$ cat config.mk
export PLATFORM = sky130hd
export DESIGN_NAME = tdm_demux4
export DESIGN_NICKNAME = d
export VERILOG_FILES = /design/src/rtl/tdm_pkg.sv /design/src/rtl/tdm_chan_shift.sv /design/src/rtl/tdm_demux4.sv
export SDC_FILE = /design/constraint.sdc
export NUM_CORES = 1
export LEC_CHECK = 0
export BUFFER_PORTS_ARGS = -buffer_cell sky130_fd_sc_hd__clkbuf_2
export CAP_MARGIN = 20
export CORE_ASPECT_RATIO = 1.25
export CORE_MARGIN = 2
export CORE_UTILIZATION = 44
export CTS_BUF_LIST = sky130_fd_sc_hd__clkbuf_4 sky130_fd_sc_hd__clkbuf_8
export CTS_CLUSTER_SIZE = 14
export DETAILED_ROUTE_END_ITERATION = 6
export GPL_TIMING_DRIVEN = 0
export PLACE_DENSITY_LB_ADDON = 0.2
export SLEW_MARGIN = 15
export SYNTH_ARGS = -nofsm -noshare
export SYNTH_HDL_FRONTEND = slang
export SYNTH_SLANG_ARGS = --single-unit
$ cat constraint.sdc
create_clock -name clk -period 1.8 [get_ports clk]
set_input_delay 0.09 -clock clk [delete_from_list [all_inputs] [get_ports clk]]
set_output_delay 0.09 -clock clk [all_outputs]
set_load 0.1 [all_outputs]
$ cat src/rtl/tdm_pkg.sv
// Shared definitions for the 4-slot TDM link (transmit mux controller and
// receive deframer). No ports; provides slot constants, the deframer state
// encoding and a slot-advance helper.
package tdm_pkg;

    localparam int TDM_SLOTS  = 4;
    localparam int TDM_SLOT_W = 2;

    typedef enum logic {
        ST_HUNT   = 1'b0,
        ST_LOCKED = 1'b1
    } tdm_state_e;

    // Next slot index; wraps 3 -> 0 through the natural 2-bit overflow.
    function automatic logic [TDM_SLOT_W-1:0] tdm_slot_next(input logic [TDM_SLOT_W-1:0] cur);
        return cur + 2'd1;
    endfunction

endpackage

$ cat src/rtl/tdm_chan_shift.sv
// Per-channel receive shift register for the TDM deframer.
// Ports:
//   clk, rst_n   - clock, asynchronous active-low reset
//   shift_en_i   - shift din_i in at the LSB (MSB-first word assembly)
//   clr_i        - synchronous clear; together with shift_en_i the register
//                  restarts holding only the new bit
//   din_i        - serial data bit
//   q_o          - current register contents
module tdm_chan_shift #(
    parameter int WIDTH = 8
) (
    input  logic             clk,
    input  logic             rst_n,
    input  logic             shift_en_i,
    input  logic             clr_i,
    input  logic             din_i,
    output logic [WIDTH-1:0] q_o
);

    logic [WIDTH-1:0] sr_q;

    // Shift register with clear; clear+shift restarts a word from this bit.
    always_ff @(posedge clk or negedge rst_n) begin
        if (!rst_n) begin
            sr_q <= {WIDTH{1'b0}};
        end else if (clr_i && shift_en_i) begin
            sr_q <= {{(WIDTH-1){1'b0}}, din_i};
        end else if (clr_i) begin
            sr_q <= {WIDTH{1'b0}};
        end else if (shift_en_i) begin
            sr_q <= {sr_q[WIDTH-2:0], din_i};
        end else begin
            sr_q <= sr_q;
        end
    end

    assign q_o = sr_q;

endmodule

$ cat src/rtl/tdm_demux4.sv
// Receive-side deframer for the 4-slot TDM bit stream. Locks on fsync,
// steers each strobed bit into one of four channel shift registers and,
// after WIDTH frames, presents four parallel words with a valid pulse.
// Ports:
//   clk, rst_n      - clock, asynchronous active-low reset
//   din, din_en     - serial data and its sampling strobe
//   fsync           - high with the slot-0 bit of each frame
//   slot            - slot the next strobed bit will go to
//   ch0..ch3        - last completed channel words (MSB first as received)
//   valid           - one-cycle pulse when ch0..ch3 update
//   locked          - high while frame alignment is held
//   sync_err        - one-cycle pulse on a framing violation
module tdm_demux4
    import tdm_pkg::*;
#(
    parameter int WIDTH = 8
) (
    input  logic             clk,
    input  logic             rst_n,
    input  logic             din,
    input  logic             din_en,
    input  logic             fsync,
    output logic [1:0]       slot,
    output logic [WIDTH-1:0] ch0,
    output logic [WIDTH-1:0] ch1,
    output logic [WIDTH-1:0] ch2,
    output logic [WIDTH-1:0] ch3,
    output logic             valid,
    output logic             locked,
    output logic             sync_err
);

    localparam int FW = (WIDTH > 2) ? $clog2(WIDTH) : 1;
    localparam logic [FW-1:0] FRAME_LAST = FW'(WIDTH - 1);

    tdm_state_e             state_q;
    logic [TDM_SLOT_W-1:0]  slot_q;
    logic [FW-1:0]          frame_q;
    logic [WIDTH-1:0]       ch0_q, ch1_q, ch2_q, ch3_q;
    logic                   valid_q;
    logic                   sync_err_q;

    logic [TDM_SLOTS-1:0]   shift_en_s;
    logic                   clr_s;
    logic [WIDTH-1:0]       sr0_s, sr1_s, sr2_s, sr3_s;

    // Shift-register steering: which channel takes the bit, and when the
    // partial word is discarded (sync start, resync or loss of lock).
    always_comb begin
        shift_en_s = {TDM_SLOTS{1'b0}};
        clr_s      = 1'b0;
        if (din_en) begin
            case (state_q)
                ST_HUNT: begin
                    if (fsync) begin
                        clr_s         = 1'b1;
                        shift_en_s[0] = 1'b1;
                    end else begin
                        clr_s = 1'b0;
                    end
                end
                ST_LOCKED: begin
                    if (fsync && (slot_q != 2'd0)) begin
                        clr_s         = 1'b1;
                        shift_en_s[0] = 1'b1;
                    end else if (!fsync && (slot_q == 2'd0)) begin
                        clr_s = 1'b1;
                    end else begin
                        shift_en_s[slot_q] = 1'b1;
                    end
                end
                default: begin
                    clr_s = 1'b1;
                end
            endcase
        end else begin
            clr_s = 1'b0;
        end
    end

    tdm_chan_shift #(.WIDTH(WIDTH)) u_sr0 (
        .clk(clk), .rst_n(rst_n), .shift_en_i(shift_en_s[0]), .clr_i(clr_s), .din_i(din), .q_o(sr0_s)
    );
    tdm_chan_shift #(.WIDTH(WIDTH)) u_sr1 (
        .clk(clk), .rst_n(rst_n), .shift_en_i(shift_en_s[1]), .clr_i(clr_s), .din_i(din), .q_o(sr1_s)
    );
    tdm_chan_shift #(.WIDTH(WIDTH)) u_sr2 (
        .clk(clk), .rst_n(rst_n), .shift_en_i(shift_en_s[2]), .clr_i(clr_s), .din_i(din), .q_o(sr2_s)
    );
    tdm_chan_shift #(.WIDTH(WIDTH)) u_sr3 (
        .clk(clk), .rst_n(rst_n), .shift_en_i(shift_en_s[3]), .clr_i(clr_s), .din_i(din), .q_o(sr3_s)
    );

    // Framing FSM, slot/frame counters and registered word outputs.
    always_ff @(posedge clk or negedge rst_n) begin
        if (!rst_n) begin
            state_q    <= ST_HUNT;
            slot_q     <= 2'd0;
            frame_q    <= {FW{1'b0}};
            ch0_q      <= {WIDTH{1'b0}};
            ch1_q      <= {WIDTH{1'b0}};
            ch2_q      <= {WIDTH{1'b0}};
            ch3_q      <= {WIDTH{1'b0}};
            valid_q    <= 1'b0;
            sync_err_q <= 1'b0;
        end else begin
            valid_q    <= 1'b0;
            sync_err_q <= 1'b0;
            if (din_en) begin
                case (state_q)
                    ST_HUNT: begin
                        if (fsync) begin
                            state_q <= ST_LOCKED;
                            slot_q  <= 2'd1;
                            frame_q <= {FW{1'b0}};
                        end else begin
                            slot_q  <= 2'd0;
                        end
                    end
                    ST_LOCKED: begin
                        if (fsync && (slot_q != 2'd0)) begin
                            // Early marker: restart alignment on this bit.
                            sync_err_q <= 1'b1;
                            slot_q     <= 2'd1;
                            frame_q    <= {FW{1'b0}};
                        end else if (!fsync && (slot_q == 2'd0)) begin
                            // Missing marker: alignment is no longer trusted.
                            sync_err_q <= 1'b1;
                            state_q    <= ST_HUNT;
                            slot_q     <= 2'd0;
                            frame_q    <= {FW{1'b0}};
                        end else begin
                            slot_q <= tdm_slot_next(slot_q);
                            if (slot_q == 2'd3) begin
                                if (frame_q == FRAME_LAST) begin
                                    // ch3 is still being shifted this edge, so
                                    // capture it with the incoming bit appended.
                                    ch0_q   <= sr0_s;
                                    ch1_q   <= sr1_s;
                                    ch2_q   <= sr2_s;
                                    ch3_q   <= {sr3_s[WIDTH-2:0], din};
                                    valid_q <= 1'b1;
                                    frame_q <= {FW{1'b0}};
                                end else begin
                                    frame_q <= frame_q + FW'(1);
                                end
                            end else begin
                                frame_q <= frame_q;
                            end
                        end
                    end
                    default: begin
                        state_q <= ST_HUNT;
                        slot_q  <= 2'd0;
                        frame_q <= {FW{1'b0}};
                    end
                endcase
            end else begin
                state_q <= state_q;
            end
        end
    end

    assign slot     = slot_q;
    assign ch0      = ch0_q;
    assign ch1      = ch1_q;
    assign ch2      = ch2_q;
    assign ch3      = ch3_q;
    assign valid    = valid_q;
    assign locked   = (state_q == ST_LOCKED);
    assign sync_err = sync_err_q;

endmodule

==> metrics <==
H-tree depth 3; CTS root buf clkbuf_8; Routed Antenna Nets 0; Worst setup EP type flop; first-pass GRT wire length 10600 µm; PortBufs 41; Peak VDD IR 987 µV; Worst Path Class, Setup flop to flop; Synth Warn # 0; die area 0.00783 mm²; ys async rst share 1.00; Placer Congestion 0.742; dominant synthesized flop cell dfrtp_1; DRT iter0 DRCs 91; router iterations before antenna repair 4; final setup vio count 18; flops & latches, synth 71; outcome complete, but fails checks; most frequent cells in the layout 68 x dfrtp_1, 40 x clkbuf_2, 31 x mux2_4; cell taking the most area after synthesis dfrtp_1; clock buffer count from CTS 9; routed vias/inst 5.17; Clock Latency Late Sink 0.34 ns; Synth top area share 0.566; row count 34; max cap viols 0; Critical Path AT 2.06 ns; initial antenna violation count 0; Hold Slack 0.105 ns; Worst setup SP type flop; number of synthesized flops with an enable pin 0; register clock-pin slew on the reported worst setup and hold paths 0.08 ns; Placement Setup Slack -0.111 ns; Netlist cell types 31; CTS tree done; sequential fraction of the synthesis area 0.566; synthesized area per cell 12.6 µm²; internal power 3.02 mW; Mapped Nets 263; GRT Total Usage 0.176; Switching Fraction 0.395; # clock sinks 71; Placed Area 0.00360 mm²; share of cells above drive strength 1 0.513; RSZ-0062 raised after global routing yes; Gate power share 0.399; Worst Path Required 2.02 ns; io pins 42; period utilization 1.02; Slew headroom 0.637; main area contributors after synthesis dfrtp_1 57%, mux2_4 14%, nand3_1 4.0%, a21oi_1 3.8%, o21ai_0 3.7%; final core occ 0.585; leakage 1.98 nW; PD cells 1230 mW/mm²; Syn Std Cell Area 0.00314 mm²; core area 0.00693 mm²; PnR worst setup slack -0.0370 ns; Clock Power Share 0.232; number of global-route vias before repair 2174; worst hold path class primary input to flop; Finished Cell Area 0.00406 mm²; initial core utilization 0.453; Fin. Hold Viols 0; area of the multi-input gates 0.00145 mm²; die span in x 79.6 µm; via count 2101; post-layout min period 1.84 ns; nets 325; skew final 0.00664 ns; Sw Pwr 1.97 mW; Inserted Diodes 0; number of fill cells 572; Die H 98.4 µm; Longest Clk Path Bufs 2; worst-margin pin slew 0.547 ns; Detailed Route WL 6460 µm; Worst Path Max Fanout 5; total congestion overflow 0; synthesized instance count 249; DRC Markers 0; largest net degree at the start of global routing 47; failing checks negative setup slack; Final Slew Violations 0; Max Fclk 0.544 GHz; sequential cell area 0.00179 mm²; area grow syn2layout 29.2%; hpwl dp 4250 µm; Seq pwr share 0.369; wire per inst 15.9 µm; most common cell after layout, fill and taps aside dfrtp_1
[synth_stat cells, types with 4 or more instances]
cell type and n:
a22o_1 7, inv_1 11, nand3_1 25, a21oi_1 24, mux2_4 30, dfrtp_1 71
buf_2 7, o21ai_0 23, nor2_1 4, nand2_1 5, ha_1 9, clkbuf_1 4
[kinds of logic (layout without fill, tap and decap cells)]
group | Yosys count | count (layout) | synth area share
DFF | 71 | 71 | 0.566
AOI/OAI and AO/OA | 60 | 60 | 0.108
and+or+nand+nor | 47 | 47 | 0.0865
muxes | 35 | 35 | 0.161
buffers and inverters | 27 | 94 | 0.0434
adders and majority gates | 9 | 9 | 0.0359
[registers in the layout, summed over array words and instances, names as in the netlist, 3 cells and up]
| signal | count |
|---|---|
| ch2 | 8 |
| ch1 | 8 |
| u_sr2.q_o | 8 |
| ch0 | 8 |
| u_sr0.q_o | 8 |
| ch3 | 8 |
| u_sr1.q_o | 8 |
| u_sr3.q_o | 7 |
| frame_q | 3 |
[repair_timing]
item,4_1_cts,5_1_grt
gates resized for setup,14,40
setup buffers,3,3
setup endpoints to repair,21,33
pin swaps,7,16
hold buffers,1,0
hold endpoints to repair,25,0
cloned,1,2
[stage by stage]
stage,TNS [ns],cells,total power [mW]
3_5_place_dp,-1.18,381,3.37
5_1_grt,-1.97,406,5.27
2_1_floorplan,-3.65,249,3.01
6_report,-0.365,406,4.99
4_1_cts,-0.203,401,4.74
3_3_place_gp,-1.30,380,3.34
[critical path: stages, from the launching register on]
cell,delay [ns]
dfrtp_4,0.50
inv_4,0.08
ha_4,0.16
inv_2,0.04
ha_4,0.17
or3b_4,0.43
buf_8,0.15
o21ai_2,0.12
a21oi_2,0.07
[power by group through the flow]
stage / clock, mW / sequential (mW) / combinational (mW)
finish: 1.16 / 1.84 / 1.99
global route: 1.27 / 1.86 / 2.14
floorplan: 0 / 2.15 / 0.864
CTS: 1.19 / 1.84 / 1.71
global placement: 0 / 1.86 / 1.47
detailed placement: 0 / 1.86 / 1.51
[routing by layer]
metal,vias up,track usage,part of all wire
met5,-,0,0
met4,0,0.0889,0.020
met3,12,0.0394,0.030
met2,39,0.266,0.49
met1,1044,0.237,0.46
li1,1006,-,-
[path summary, 6_finish.rpt]
path                                           from                        to  slack (ns)  cells after the start
max                             slot[1]$_DFFE_PN0P_  u_sr1.q_o[7]$_DFFE_PN0P_       -0.04                      8
min                                             din  u_sr1.q_o[0]$_DFFE_PN0P_        0.11                      3
max reg2reg                     slot[1]$_DFFE_PN0P_  u_sr1.q_o[7]$_DFFE_PN0P_       -0.04                      8
min reg2reg                u_sr0.q_o[7]$_DFFE_PN0P_  u_sr0.q_o[7]$_DFFE_PN0P_        0.51                      1
max in group asynchronous                     rst_n       slot[1]$_DFFE_PN0P_        0.99                      3
min in group asynchronous                     rst_n        ch1[7]$_DFFE_PN0P_        0.24                      2
[final cells by class]
type / instances / share of cell area
sequential: 71 / 0.440
multi-input combinational: 151 / 0.358
timing repair buffer: 52 / 0.0842
clock buffer: 10 / 0.0339
buffer: 15 / 0.0333
tap: 90 / 0.0278
inverter: 11 / 0.0114
clock inverter: 6 / 0.0111
Power figures use the tool's default switching activity.
